--- src/rtl/store_write_buffer_if.sv ---
// Store-port and memory-side signal bundle for store_write_buffer.
// The slave modport is the buffer itself; STORE_WB_FORWARD_EN adds the load-forwarding signals.
interface store_write_buffer_if #(
  parameter int DEPTH = 4,
  parameter int AW    = 32,
  parameter int DW    = 32
);
  logic                    MemWrite;
  logic [AW-1:0]           DataAdr;
  logic [DW-1:0]           WriteData;
  logic                    stall;
  logic                    empty;
  logic [$clog2(DEPTH):0]  count;
  logic                    align_err;
  logic                    mem_valid;
  logic [AW-1:0]           mem_addr;
  logic [DW-1:0]           mem_wdata;
  logic                    mem_ready;
`ifdef STORE_WB_FORWARD_EN
  logic [AW-1:0]           ld_addr;
  logic                    fwd_hit;
  logic [DW-1:0]           fwd_data;

  modport master (
    output MemWrite, DataAdr, WriteData, mem_ready, ld_addr,
    input  stall, empty, count, align_err, mem_valid, mem_addr, mem_wdata, fwd_hit, fwd_data
  );
  modport slave (
    input  MemWrite, DataAdr, WriteData, mem_ready, ld_addr,
    output stall, empty, count, align_err, mem_valid, mem_addr, mem_wdata, fwd_hit, fwd_data
  );
`else
  modport master (
    output MemWrite, DataAdr, WriteData, mem_ready,
    input  stall, empty, count, align_err, mem_valid, mem_addr, mem_wdata
  );
  modport slave (
    input  MemWrite, DataAdr, WriteData, mem_ready,
    output stall, empty, count, align_err, mem_valid, mem_addr, mem_wdata
  );
`endif
endinterface

--- src/rtl/store_write_buffer.sv ---
// Posted store FIFO: one-cycle capture, store visible to memory after its accepting edge; stalls core when full.
// Optional STORE_WB_FORWARD_EN adds a combinational youngest-match load forward over buffered entries.
module store_write_buffer #(
  parameter int DEPTH = 4,
  parameter int AW    = 32,
  parameter int DW    = 32
) (
  input  logic                 clk,
  input  logic                 reset,
  store_write_buffer_if.slave  bus
);
  localparam int PW = $clog2(DEPTH);
  localparam int CW = PW + 1;

  logic [AW-1:0] addrMem [DEPTH];
  logic [DW-1:0] dataMem [DEPTH];
  logic [PW-1:0] wrPtr;
  logic [PW-1:0] rdPtr;
  logic [CW-1:0] occ;
  logic          alignErr;

  logic full;
  logic misaligned;
  logic accept;
  logic doEnq;
  logic doDeq;

  // Full comes only from registered occupancy, so a same-cycle drain never frees a slot early.
  assign full       = (occ == CW'(DEPTH));
  assign misaligned = (bus.DataAdr[1:0] != 2'b00);
  assign accept     = bus.MemWrite && !full;
  assign doEnq      = accept && !misaligned;
  assign doDeq      = (occ != '0) && bus.mem_ready;

  always_ff @(posedge clk or negedge reset) begin
    if (!reset) begin
      wrPtr    <= '0;
      rdPtr    <= '0;
      occ      <= '0;
      alignErr <= 1'b0;
      for (int i = 0; i < DEPTH; i++) begin
        addrMem[i] <= '0;
        dataMem[i] <= '0;
      end
    end else begin
      if (doEnq) begin
        addrMem[wrPtr] <= bus.DataAdr;
        dataMem[wrPtr] <= bus.WriteData;
        wrPtr          <= wrPtr + PW'(1);
      end
      if (doDeq) begin
        rdPtr <= rdPtr + PW'(1);
      end
      if (accept && misaligned) begin
        alignErr <= 1'b1;
      end
      if (doEnq && !doDeq) begin
        occ <= occ + CW'(1);
      end else if (!doEnq && doDeq) begin
        occ <= occ - CW'(1);
      end
    end
  end

  assign bus.mem_valid = (occ != '0);
  assign bus.mem_addr  = addrMem[rdPtr];
  assign bus.mem_wdata = dataMem[rdPtr];
  assign bus.stall     = full;
  assign bus.empty     = (occ == '0);
  assign bus.count     = occ;
  assign bus.align_err = alignErr;

`ifdef STORE_WB_FORWARD_EN
  logic [AW-1:0] ldWord;
  logic [PW-1:0] scanIdx;
  logic          fwdHit;
  logic [DW-1:0] fwdData;

  assign ldWord = bus.ld_addr & ~AW'(3);

  // Scan oldest to youngest so the last match left standing is the youngest store.
  always_comb begin
    fwdHit  = 1'b0;
    fwdData = '0;
    scanIdx = '0;
    for (int i = 0; i < DEPTH; i++) begin
      scanIdx = rdPtr + PW'(i);
      if ((CW'(i) < occ) && (addrMem[scanIdx] == ldWord)) begin
        fwdHit  = 1'b1;
        fwdData = dataMem[scanIdx];
      end
    end
  end

  assign bus.fwd_hit  = fwdHit;
  assign bus.fwd_data = fwdData;
`endif

endmodule

--- src/flat_wrapper.sv ---
// flat-port wrapper written by rule: the top's interface ports become plain ports
module store_write_buffer_flat 
#(
  parameter int DEPTH = 4,
  parameter int AW    = 32,
  parameter int DW    = 32
)
  (clk, reset, bus_MemWrite, bus_DataAdr, bus_WriteData, bus_mem_ready, bus_stall, bus_empty, bus_count, bus_align_err, bus_mem_valid, bus_mem_addr, bus_mem_wdata);
  store_write_buffer_if #(.DEPTH(DEPTH), .AW(AW), .DW(DW)) bus_i ();
  input  logic clk;
  input  logic reset;
  input wire logic [$bits(bus_i.MemWrite)-1:0] bus_MemWrite;
  input wire logic [$bits(bus_i.DataAdr)-1:0] bus_DataAdr;
  input wire logic [$bits(bus_i.WriteData)-1:0] bus_WriteData;
  input wire logic [$bits(bus_i.mem_ready)-1:0] bus_mem_ready;
  output wire logic [$bits(bus_i.stall)-1:0] bus_stall;
  output wire logic [$bits(bus_i.empty)-1:0] bus_empty;
  output wire logic [$bits(bus_i.count)-1:0] bus_count;
  output wire logic [$bits(bus_i.align_err)-1:0] bus_align_err;
  output wire logic [$bits(bus_i.mem_valid)-1:0] bus_mem_valid;
  output wire logic [$bits(bus_i.mem_addr)-1:0] bus_mem_addr;
  output wire logic [$bits(bus_i.mem_wdata)-1:0] bus_mem_wdata;
  assign bus_i.MemWrite = bus_MemWrite;
  assign bus_i.DataAdr = bus_DataAdr;
  assign bus_i.WriteData = bus_WriteData;
  assign bus_i.mem_ready = bus_mem_ready;
  assign bus_stall = bus_i.stall;
  assign bus_empty = bus_i.empty;
  assign bus_count = bus_i.count;
  assign bus_align_err = bus_i.align_err;
  assign bus_mem_valid = bus_i.mem_valid;
  assign bus_mem_addr = bus_i.mem_addr;
  assign bus_mem_wdata = bus_i.mem_wdata;
  store_write_buffer #(.DEPTH(DEPTH), .AW(AW), .DW(DW)) u_core (.clk(clk), .reset(reset), .bus(bus_i));
endmodule
--- config.mk ---
export PLATFORM = sky130hd
export DESIGN_NAME = store_write_buffer_flat
export DESIGN_NICKNAME = d
export VERILOG_FILES = /design/src/rtl/store_write_buffer_if.sv /design/src/rtl/store_write_buffer.sv /design/src/flat_wrapper.sv
export SDC_FILE = /design/constraint.sdc
export NUM_CORES = 1
export LEC_CHECK = 0
export ABC_AREA = 1
export BUFFER_PORTS_ARGS = -buffer_cell sky130_fd_sc_hd__buf_2
export CAP_MARGIN = 15
export CORE_MARGIN = 8
export CORE_UTILIZATION = 40
export CTS_BUF_LIST = sky130_fd_sc_hd__clkbuf_4 sky130_fd_sc_hd__clkbuf_8 sky130_fd_sc_hd__clkbuf_16
export DETAILED_ROUTE_END_ITERATION = 10
export GPL_ROUTABILITY_DRIVEN = 0
export SYNTH_ARGS = -nofsm -noshare
export SYNTH_HDL_FRONTEND = slang
export SYNTH_SLANG_ARGS = --single-unit
--- constraint.sdc ---
create_clock -name clk -period 2.5 [get_ports clk]
set_input_delay 0.5 -clock clk [delete_from_list [all_inputs] [get_ports clk]]
set_output_delay 0.5 -clock clk [all_outputs]
set_load 0.03 [all_outputs]
After elaboration in Yosys (flattened, before gate mapping)
Index checks and enable logic that the tools add are counted.
{"block": "totals", "reg_bits": 264, "latchBits": 0, "ram_bits": 0, "romBits": 0, "output_inout_bits": 71, "word_cells": 49, "mem_count": 0}
{"block": "classes", "n_addsub": 4, "mul": 0, "div": 0, "order_cmp": 3, "eq_ne": 1, "n_shift": 0, "mux": 12, "n_bitwise": 2, "n_reduce_logical": 15}
{"op": "128-bit bitwise mux", "count": 2}
{"op": "32-bit two-way mux", "count": 5}
{"op": "32-bit binary-select mux with 2-bit select", "count": 2}
{"op": "32-bit demux with 2-bit select", "count": 1}
{"op": "1-bit logical AND", "count": 7}
{"op": "3-bit >= comparator, second input constant", "count": 2}
{"op": "3-bit two-way mux", "count": 2}
{"op": "2-bit NOT with 3-bit output", "count": 2}
{"op": "2-bit by 1-bit adder with 2-bit output, second input constant", "count": 2}
{"op": "1-bit zero test", "count": 4}
{"op": "2-bit nonzero test", "count": 2}
{"op": "3-bit by 1-bit adder with 3-bit output, second input constant", "count": 1}
{"op": "3-bit == test, second input constant", "count": 1}
{"op": "3-bit zero test", "count": 1}
{"op": "3-bit by 1-bit < comparator with 1-bit output, second input constant", "count": 1}
{"op": "3-bit nonzero test", "count": 1}
{"op": "3-bit by 1-bit subtractor with 3-bit output, second input constant", "count": 1}

Longest topological paths before layout
{"block": "depth", "ltp_word": 8, "depth_mapped": 13, "depth_no_buf": 11}

Worst setup path after synthesis
Ideal clock, no wire load.
{"block": "synth_path", "kind": "register to register", "from": "register u_core.occ[1] (netlist: u_core.bus.count[1])", "to": "register u_core.occ[2] (netlist: u_core.bus.count[2])", "setup_ns": 0.123, "arrival_time_ns": 2.055, "t_required_ns": 2.377, "setup_slack_ns": 0.323, "stages_incl_launch_ff": 10, "period_less_slack_ns": 2.177, "cell_sequence": "dfrtp_1 > nor2_2 > nand2_1 > nand2_1 > ha_1 > inv_1 > fa_1 > nand2_1 > nand3_1 > xor2_1"}
{"block": "synth_between", "elab_cells_between_ends": 15, "cone_classes": "add/sub: 2; eq/ne: 1; mux: 2; reduce/logical: 10"}
{"item": "from (decl)", "line_no": "store_write_buffer.sv:19", "source": "logic [CW-1:0] occ;"}
{"item": "from (signal assigned)", "line_no": "store_write_buffer.sv:58", "source": "occ <= occ + CW'(1);"}
{"item": "from (signal assigned)", "line_no": "store_write_buffer.sv:60", "source": "occ <= occ - CW'(1);"}
{"item": "3-bit nonzero test (*)"}
{"item": "net bus_mem_valid", "line_no": "flat_wrapper.sv:20", "source": "output wire logic [$bits(bus_i.mem_valid)-1:0] bus_mem_valid;"}
{"item": "1-bit logical AND (*)", "line_no": "store_write_buffer.sv:33", "source": "assign doDeq = (occ != '0) && bus.mem_ready;"}
{"item": "1-bit zero test", "line_no": "store_write_buffer.sv:57", "source": "if (doEnq && !doDeq) begin"}
{"item": "1-bit logical AND", "line_no": "store_write_buffer.sv:57"}
{"item": "3-bit two-way mux / 2-bit nonzero test (equally long branches)"}
Mark *: on every way through the listed nets, which the timed path passes. The rest lies on a longest branch. The select of a mux whose other input is x is not followed.
A chain may end at the register's enable or synchronous reset.

Final worst setup path
{"block": "layout_path", "from": "register u_core.rdPtr[0]", "to": "output bus_mem_wdata[2]"}
{"block": "layout_between", "elab_chain_len": 4}
{"item": "from (decl)", "line_no": "store_write_buffer.sv:18", "source": "logic [PW-1:0] rdPtr;"}
{"item": "from (signal assigned)", "line_no": "store_write_buffer.sv:52", "source": "rdPtr <= rdPtr + PW'(1);"}
{"item": "2-bit NOT with 3-bit output (implied by the code)", "line_no": "store_write_buffer.sv:67", "source": "assign bus.mem_wdata = dataMem[rdPtr];"}
{"item": "32-bit binary-select mux with 2-bit select", "line_no": "store_write_buffer.sv:67"}
{"item": "32-bit two-way mux (implied by the code) (2 in series)", "line_no": "store_write_buffer.sv:67"}
{"item": "to (decl)", "line_no": "flat_wrapper.sv:22", "source": "output wire logic [$bits(bus_i.mem_wdata)-1:0] bus_mem_wdata;"}
No other way between the ends. The select of a mux whose other input is x is not followed.

==> summary by stage <==
Status
The run finished, with violations left. The checks that failed: setup timing.

Layout
The fraction of final layout cells sized beyond drive strength 1 is 0.168. The net total in the final layout is 1,687. The layout overhead on the synthesized area is 21.2%.

CTS
The clock sink count is 264. The tree is rooted in a sky130_fd_sc_hd__clkbuf_16. The maximum buffer depth of the clock tree is 3. After clock tree synthesis, the clock-pin slew on the worst setup and hold paths is 0.06 ns. TritonCTS built the clock tree.

The clock buffer count from CTS is 29. CTS built an H-tree with a depth of 1. The clock latency at the later pin of the worst-skew pair is 0.55 ns.

Routing
The post-route DRC violation count is 0. The routed wirelength normalized by instance count is 20.7 um. Summing over every cut layer, the via total after detailed routing is 11,911.

Once detail routing completed, the nets flagged for antenna violations numbered 0. The ratio of routed vias to standard cells is 5.85. The first routing iteration left 1,244 violations. For this run, the detailed router's first-pass iteration total came to 6. The total wire length is 42.1 mm.

Synthesis
The synthesis warning total is 0. The cell area that synthesis handed to floorplanning was 12,600 um2. The synthesized net count is 1,616.

The number of synthesized register bits is 264. The proportion of synthesized area in mux cells is 0. After synthesis, the cell types taking the most area are sky130_fd_sc_hd__dfrtp_1, sky130_fd_sc_hd__nand2_1, sky130_fd_sc_hd__nand4_1. Counting distinct cell types in the post-synthesis netlist gives 21. The adder-cell share of the synthesized area is 0.00656. The synthesized area divided by synthesized cell count is 8.17 um2.

The synthesized design spends more area on one cell type than any other, namely sky130_fd_sc_hd__dfrtp_1. Of the total synthesized cell area, the portion taken by XOR and XNOR cells is 0.00278. The simple-gate share of the synthesized area is 0.322.

The gate count after technology mapping is 1,542. The compound-cell area share of the yosys netlist is 0.0846. The largest family of logic cells by synthesized area is simple AND/OR/NAND/NOR gates. The area share of the largest cell type after synthesis is 0.525. The register area share after synthesis is 0.525.

Timing
The peak clock frequency supported by timing is 0.399 GHz. The final number of hold-violating endpoints is 0. The clock arrives with 0.00946 ns of skew. The ratio of final minimum period to clock period is 1.00. Setup repair after global routing could not meet its margin everywhere. The worst setup margin is -0.00789 ns.

The aggregate negative setup slack is -0.00789 ns. The worst pin sits at a relative slew slack of 0.577. Setup violations remaining at the end of the flow were counted as 1. Counting I/O delays and the setup requirement, the final critical path takes 2.51 ns. At the pin with the least slew margin, the transition time is 0.634 ns.

The number of pins with negative max-slew slack in the final report is 0.

Power
The power per standard cell area is 1560 nW/um2. IR analysis of the VDD net gives a maximum drop of 0.000833 V. The static leakage power is 7.74 nW.

Worst setup path
The critical path class is reg2out. The kind of end point of the critical path is an output pin. In this run the worst path has a maximum fanout of 11.

The critical path startpoint category is a flop. For the worst setup path, the data arrival time is 2.01 ns. The critical path required time is 2.00 ns.

Floorplan
The placeable core region is 31,300 um2. The initial utilization of the core area, before any placement, comes to 0.402. The number of rows created at floorplan is 65. The die is 193 um tall. 139 I/O pins were placed.

The floorplan die width is 193 um. The floorplan step defined a die boundary enclosing 37,400 um2.

GRT
The via count of the first global-routing pass is 11,778. The total congestion overflow after global routing is 0. For this run, the total global-route usage over all layers was measured as 0.216. The first global-routing pass estimated 67.5 mm of wire.

The maximum number of pins on one net before global-route repair is 131. The initial antenna violation count is 3.

Placed design
Input and output buffers added on the ports amount to 138. The pre-CTS setup slack is 0.282 ns. Detailed placement finished with a half-perimeter wire length of 21.2 mm.

Min path
The worst hold path belongs to the class in2reg.

Job
The number of max-cap violations is 0.
## what timing repair did
| item | in CTS | in global routing |
|---|---|---|
| endpoints found under the setup margin | 62 | 59 |
| endpoints found under the hold margin | 57 | 0 |
| setup buffers | 4 | 1 |
| pin swaps | 5 | 12 |
| hold buffers | 1 | 0 |
| cloned | 3 | 4 |
| resized for setup | 57 | 68 |
## Yosys cell counts, drive strengths merged
cell type	count
a21oi	1
buf	84
clkbuf	66
dfrtp	264
fa	1
ha	5
inv	21
nand2	517
nand3	4
nand4	252
nor2	130
o21ai	128
o21bai	1
o22ai	64
xnor2	1
xor2	3
## report_power, final
| group | switching (mW) | internal, mW | total, mW |
|---|---|---|---|
| Combinational | 7.89 | 4.25 | 12.1 |
| Sequential | 1.11 | 6.21 | 7.32 |
| Clock | 1.77 | 2.52 | 4.30 |
| Total | 10.8 | 13.0 | 23.8 |
## state kept, by name, summed over array words and instances (netlist names)
register / cells
u_core.addrMem: 128
u_core.dataMem: 128
u_core.bus.count: 3
u_core.rdPtr: 2
u_core.wrPtr: 2
u_core.bus.align_err: 1
## critical path, cell delays in order (launching register included)
cell	delay, ns
sky130_fd_sc_hd__dfrtp_4	0.50
sky130_fd_sc_hd__clkinv_8	0.16
sky130_fd_sc_hd__clkbuf_16	0.21
sky130_fd_sc_hd__o21ai_0	0.24
sky130_fd_sc_hd__o22ai_2	0.14
sky130_fd_sc_hd__buf_4	0.19
## placed cells by master (no fill, tap or decap), types with 3 or more instances in the layout
| master | instances |
|---|---|
| sky130_fd_sc_hd__buf_12 | 22 |
| sky130_fd_sc_hd__buf_16 | 6 |
| sky130_fd_sc_hd__buf_2 | 86 |
| sky130_fd_sc_hd__buf_4 | 64 |
| sky130_fd_sc_hd__buf_6 | 4 |
| sky130_fd_sc_hd__clkbuf_16 | 33 |
| sky130_fd_sc_hd__clkbuf_4 | 8 |
| sky130_fd_sc_hd__clkbuf_8 | 8 |
| sky130_fd_sc_hd__clkinv_2 | 5 |
| sky130_fd_sc_hd__dfrtp_1 | 262 |
| sky130_fd_sc_hd__ha_2 | 4 |
| sky130_fd_sc_hd__inv_1 | 18 |
| sky130_fd_sc_hd__nand2_1 | 517 |
| sky130_fd_sc_hd__nand3_1 | 4 |
| sky130_fd_sc_hd__nand4_1 | 248 |
| sky130_fd_sc_hd__nand4_4 | 4 |
| sky130_fd_sc_hd__nor2_1 | 128 |
| sky130_fd_sc_hd__o21ai_0 | 95 |
| sky130_fd_sc_hd__o21ai_1 | 30 |
| sky130_fd_sc_hd__o21ai_2 | 3 |
| sky130_fd_sc_hd__o22ai_1 | 49 |
| sky130_fd_sc_hd__o22ai_2 | 15 |
| sky130_fd_sc_hd__xor2_1 | 3 |
## routing by layer
metal,vias up,global-route usage,part of all wire
met5,-,0,0.00083
met4,6,0.0596,0.021
met3,65,0.0345,0.072
met2,506,0.343,0.47
met1,5912,0.304,0.44
li1,5422,-,-
## stage by stage
stage | cells | hold slack, ns | util | power, mW | area [um2]
2_1_floorplan | 1542 | 0.204 | - | 14.3 | 12600
3_3_place_gp | 1971 | 0.444 | 0.440 | 17.9 | 13800
3_5_place_dp | 1971 | 0.449 | 0.440 | 18.1 | 13800
4_1_cts | 2030 | 0.216 | 0.481 | 23.3 | 15100
5_1_grt | 2035 | 0.232 | 0.487 | 25.3 | 15300
6_report | 2036 | 0.238 | 0.487 | 23.8 | 15300
## layout make-up
type / count / area [um2]
Fill cell: 3025 / 16100
Antenna cell: 1 / 2.50
Clock buffer: 43 / 881
Sequential cell: 264 / 6610
Tap cell: 402 / 503
Clock inverter: 8 / 71.3
Timing Repair Buffer: 190 / 1700
Multi-Input combinational cell: 1107 / 5390
Inverter: 21 / 96.3
## cells by family (layout without fill, tap and decap cells)
logic type | count (synthesis) | after routing
AOI/OAI and AO/OA | 194 | 194
xor gates and xnor gates | 4 | 4
adders and majority gates | 6 | 6
buffers and inverters | 171 | 262
DFF | 264 | 264
other | 0 | 1
and+or+nand+nor | 903 | 903
## final timing paths
kind	startpoint	to	slack, ns	depth (start not counted)
worst max-delay path	u_core.rdPtr[0]	bus_mem_wdata[2]	-0.008	5
worst min-delay path	bus_WriteData[5]	u_core.dataMem[101]	0.24	3
worst max register to register	u_core.bus.count[1]	u_core.bus.count[2]	0.45	9
worst min register to register	u_core.addrMem[64]	u_core.addrMem[64]	0.46	2
max in group asynchronous	reset	u_core.rdPtr[1]	1.17	3
min in group asynchronous	reset	u_core.addrMem[83]	0.52	2
(Power assumes the default switching activity.)
